**src/rtl/chan_mux_pkg.sv**
```systemverilog
// chan_mux_pkg: shared state encoding, mode constants and channel wrap helper
package chan_mux_pkg;
    typedef enum logic [1:0] {IDLE, MANUAL, SCAN} state_t;
    localparam logic MODE_MANUAL = 1'b0;
    localparam logic MODE_SCAN = 1'b1;
    function automatic int unsigned wrap_inc(input int unsigned ch, input int unsigned last);
        return (ch == last) ? 0 : ch + 1;
    endfunction
endpackage

```
**src/rtl/dwell_counter.sv**
```systemverilog
// dwell_counter: modulo-DWELL counter with enable, clear and terminal count
module dwell_counter #(
    parameter int DWELL = 4
) (
    input  logic clk,
    input  logic rst,
    input  logic en,
    input  logic clr,
    output logic tc
);
    localparam int CW = $clog2(DWELL + 1);
    logic [CW-1:0] cnt;
    assign tc = cnt == CW'(DWELL - 1);
    always_ff @(posedge clk) begin
        if (rst || clr) cnt <= '0;
        else if (en) cnt <= tc ? '0 : cnt + 1'b1;
    end
endmodule

```
**src/rtl/chan_scan_mux.sv**
```systemverilog
// chan_scan_mux: registered N-channel selector with manual and dwell-timed scan modes
module chan_scan_mux
    import chan_mux_pkg::*;
#(
    parameter int N_CH = 5,
    parameter int W = 1,
    parameter int DWELL = 4,
    localparam int SW = $clog2(N_CH)
) (
    input  logic            clk,
    input  logic            rst,
    input  logic [N_CH*W-1:0] ch_data,
    input  logic [SW-1:0]   sel,
    input  logic            mode,
    input  logic            hold,
    output logic [W-1:0]    f_out,
    output logic [SW-1:0]   f_ch,
    output logic            f_valid,
    output logic            sel_err
);
    // highest legal index kept at SW bits so N_CH = 2**SW needs no extra bit
    localparam logic [SW-1:0] LAST = SW'(N_CH - 1);
    state_t state;
    logic [SW-1:0] cur_ch;
    logic scan_stay, tc;
    assign scan_stay = state == SCAN && mode == MODE_SCAN;
    dwell_counter #(.DWELL(DWELL)) u_dwell (
        .clk(clk),
        .rst(rst),
        .en (scan_stay && !hold),
        .clr(!scan_stay),
        .tc (tc)
    );
    always_ff @(posedge clk) begin
        if (rst) begin
            state   <= IDLE;
            cur_ch  <= '0;
            f_out   <= '0;
            f_ch    <= '0;
            f_valid <= 1'b0;
            sel_err <= 1'b0;
        end else if (state == IDLE) begin
            state <= (mode == MODE_SCAN) ? SCAN : MANUAL;
        end else begin
            f_out   <= ch_data[cur_ch*W +: W];
            f_ch    <= cur_ch;
            f_valid <= 1'b1;
            if (mode == MODE_SCAN) begin
                state   <= SCAN;
                sel_err <= 1'b0;
                if (scan_stay && !hold && tc) cur_ch <= SW'(wrap_inc(32'(cur_ch), 32'(LAST)));
            end else begin
                state   <= MANUAL;
                sel_err <= sel > LAST;
                if (sel <= LAST) cur_ch <= sel;
            end
        end
    end
endmodule

```
**config.mk**
```make
export PLATFORM = sky130hd
export DESIGN_NAME = chan_scan_mux
export DESIGN_NICKNAME = d
export VERILOG_FILES = /design/src/rtl/chan_mux_pkg.sv /design/src/rtl/dwell_counter.sv /design/src/rtl/chan_scan_mux.sv
export SDC_FILE = /design/constraint.sdc
export NUM_CORES = 1
export LEC_CHECK = 0
export ABC_AREA = 1
export BUFFER_PORTS_ARGS = -buffer_cell sky130_fd_sc_hd__buf_2
export CAP_MARGIN = 20
export CORE_UTILIZATION = 40
export DETAILED_ROUTE_END_ITERATION = 8
export GPL_TIMING_DRIVEN = 0
export SLEW_MARGIN = 20
export SYNTH_ARGS = -nofsm -noshare
export SYNTH_HDL_FRONTEND = slang
export SYNTH_HIERARCHICAL = 1
export SYNTH_SLANG_ARGS = --single-unit
```
**constraint.sdc**
```tcl
create_clock -name clk -period 3.1 [get_ports clk]
set_clock_uncertainty 0.15 [all_clocks]
set_input_delay 0.155 -clock clk [delete_from_list [all_inputs] [get_ports clk]]
set_output_delay 0.155 -clock clk [all_outputs]
set_load 0.01 [all_outputs]
```
==> flow_summary.ini <==
[power]
leakagePower_uw = 0.000421
power_uw = 360
switchingPower_uw = 98.4
seqPwrFrac = 0.550
pwr-share-clk = 0.281
power_density_nw_per_um2 = 437
p_sw_frac = 0.273
comb_power_share = 0.170
p_int_uw = 262
irDropWorstVdd_mv = 0.301

[routing]
ant_nets = 0
route.detailed.drc = 0
vias = 654
wl_um = 1330
drt_pass1_iterations = 4
drt-wirelength-per-cell_um = 9.74
avgViaCountPerCell = 4.81
drt-initial-drc-count = 10

[critical_path]
r2r_slack_ns = 1.68
r2r_end = cur_ch[2]$_SDFFE_PP0P_
endpoint_kind = register
cp-start-kind = primary input
cp_max_fo = 6
endpoint = u_dwell/cnt[0]$_SDFFE_PP0P_
worstSetupStartpoint = mode
worstRegToRegCells = 7
r2r_start = cur_ch[0]$_SDFFE_PP0P_
crit_required_ns = 3.16
crit_type = in -> reg
crit_arrival_ns = 1.58

[floorplan]
rows = 14
die_w_um = 42.9
coreArea_um2 = 1540
die-area_um2 = 1840
io_pins = 18
die_y_um = 42.9
initial_utilization = 0.433

[yosys]
synth_nets = 112
ys_seq_area_frac = 0.419
yosysTopAreaCell = dfxtp_1
syn_area_per_cell_um2 = 6.89
ys_types = 16
synth_top_area_frac = 0.419
ys_warn_count = 6
synth.area.top_cells = dfxtp_1 (42%), nand2_1 (13%), nor2_1 (13%), o21ai_0 (6.0%), ha_1 (5.6%)
postSynthCellCount = 97
ys_seq_elements = 14
syn_area_um2 = 668

[clock_tree]
clock_sinks = 14
cts_buffer_depth = 2
worstSkewPairLatency_ns = 0.27
htree_num_levels = 1
cts_tree = done
post_cts_buffers = 0
cts-root-buf = clkbuf_4
tritoncts.num_buffers = 3
cts.clk_slew.worst_paths_ns = 0.08

[global_routing]
grt_usage = 0.180
grt_max_degree = 8
antenna_found_initial = 0
grt_pass1_wl_um = 2420
grt_pass1_vias = 582
gr-total-overflow = 0

[placed_design]
hpwlAfterDp_um = 991
place_congestion = 0.733
io_buffer_count = 17
place_area_um2 = 773

[timing]
hold_viol = 0
worstMarginPinSlew_ns = 0.384
fin_crit_ns = 1.52
final.setup.tns_ns = 0
drv_slew = 0
fmax_mhz = 658
rsz0062_at_grt = false
setup_viol = 0
fin_crit_sh = 0.490
maxSlewHeadroom = 0.743

[final_layout]
synthToLayoutAreaGrowth_pct = 23.6
diodes = 0
drive_gt1_frac = 0.242
final_cell_area_um2 = 826
final_cell_mix = nand2_1 (24), nor2_1 (24), buf_2 (17), dfxtp_1 (14), inv_1 (9)
nNetsFinal = 137
finish.utilization = 0.536

[job]
max_cap_viol_count = 0

[worst_hold_path]
hold_class = in -> reg

[outcome]
outcome = finished, final reports clean
==> metal layers <==
layer  routed length, µm  track usage  vias to the layer above
met5                   0            0                        -
met4                  31       0.0938                        0
met3                  76       0.0511                        4
met2                 504        0.255                       16
met1                 712        0.245                      285
li1                    -            -                      349
==> per-stage QoR <==
stage,std cells,setup WS [ns],hold WS (ns)
CTS,136,1.58,0.0408
detailed placement,130,1.70,0.269
finish,136,1.58,0.0521
global route,136,1.44,0.0759
floorplan,97,1.87,0.0717
global placement,130,1.72,0.262
==> power groups by stage <==
| stage | clock (µW) | sequential [µW] | combinational, µW |
|---|---|---|---|
| CTS | 108 | 198 | 61.6 |
| global route | 114 | 200 | 71.4 |
| floorplan | 0 | 204 | 33.9 |
| finish | 101 | 198 | 61.2 |
| global placement | 0 | 202 | 58.0 |
| detailed placement | 0 | 202 | 58.5 |
==> flip-flops by register name (all words and copies together), names as in the netlist <==
| signal | flops |
|---|---|
| cur_ch | 3 |
| f_valid | 1 |
| f_out | 1 |
| state | 2 |
| f_ch | 3 |
| sel_err | 1 |
| u_dwell/cnt | 3 |
==> worst max-delay path: stages <==
cell and delay [ns]:
dlygate4sd3_1 0.52, buf_2 0.16, nand2_1 0.08, nor2_2 0.10, inv_1 0.06, nor2_1 0.19
inv_2 0.07, nor2_2 0.07, nand2_1 0.06, a21oi_2 0.11
==> synth_stat cells <==
| library cell | number |
|---|---|
| a21oi_1 | 2 |
| a21oi_2 | 2 |
| a22oi_1 | 1 |
| and3_1 | 1 |
| dfxtp_1 | 14 |
| ha_1 | 3 |
| inv_1 | 9 |
| inv_2 | 2 |
| nand2_1 | 24 |
| nand2_2 | 1 |
| nand3_1 | 1 |
| nor2_1 | 24 |
| nor2_2 | 3 |
| o21ai_0 | 8 |
| or2_4 | 1 |
| xnor2_1 | 1 |
==> layout make-up <==
cell class	instances	area, µm²
fillers	173	716
multi-input cells	72	347
flip-flops and latches	14	280
repair buffers	20	115
inverters	11	41.3
clock buffers	3	22.5
well taps	16	20.0
==> worst min path at each step <==
| stage | startpoint | end | depth (start not counted) | slack, ns |
|---|---|---|---|---|
| CTS | hold | u_dwell/cnt[1]$_SDFFE_PP0P_ | 4 | 0.04 |
| floorplan | rst | state[0]$_SDFF_PP0_ | 1 | 0.07 |
| finish | hold | u_dwell/cnt[1]$_SDFFE_PP0P_ | 4 | 0.05 |
| detailed placement | mode | state[0]$_SDFF_PP0_ | 2 | 0.27 |
| global route | hold | u_dwell/cnt[1]$_SDFFE_PP0P_ | 4 | 0.08 |
| global placement | rst | f_out$_SDFFE_PP0P_ | 2 | 0.26 |
==> cells by family after synthesis <==
| logic type | after synthesis | share of synthesized area |
|---|---|---|
| AND/OR/NAND/NOR | 55 | 0.337 |
| flip-flops | 14 | 0.419 |
| AO/OA/AOI/OAI | 13 | 0.112 |
| buffers and inverters | 11 | 0.0618 |
| adder cells (fa/ha/maj) | 3 | 0.0562 |
| XOR/XNOR | 1 | 0.0131 |
==> what timing repair did <==
| action | 4_1_cts | 5_1_grt |
|---|---|---|
| hold buffers | 3 | 0 |
| setup endpoints to repair | 0 | 0 |
| endpoints found under the hold margin | 4 | 0 |
| gates resized for setup | 0 | 0 |
No activity file was read; power rests on OpenSTA's default activity.
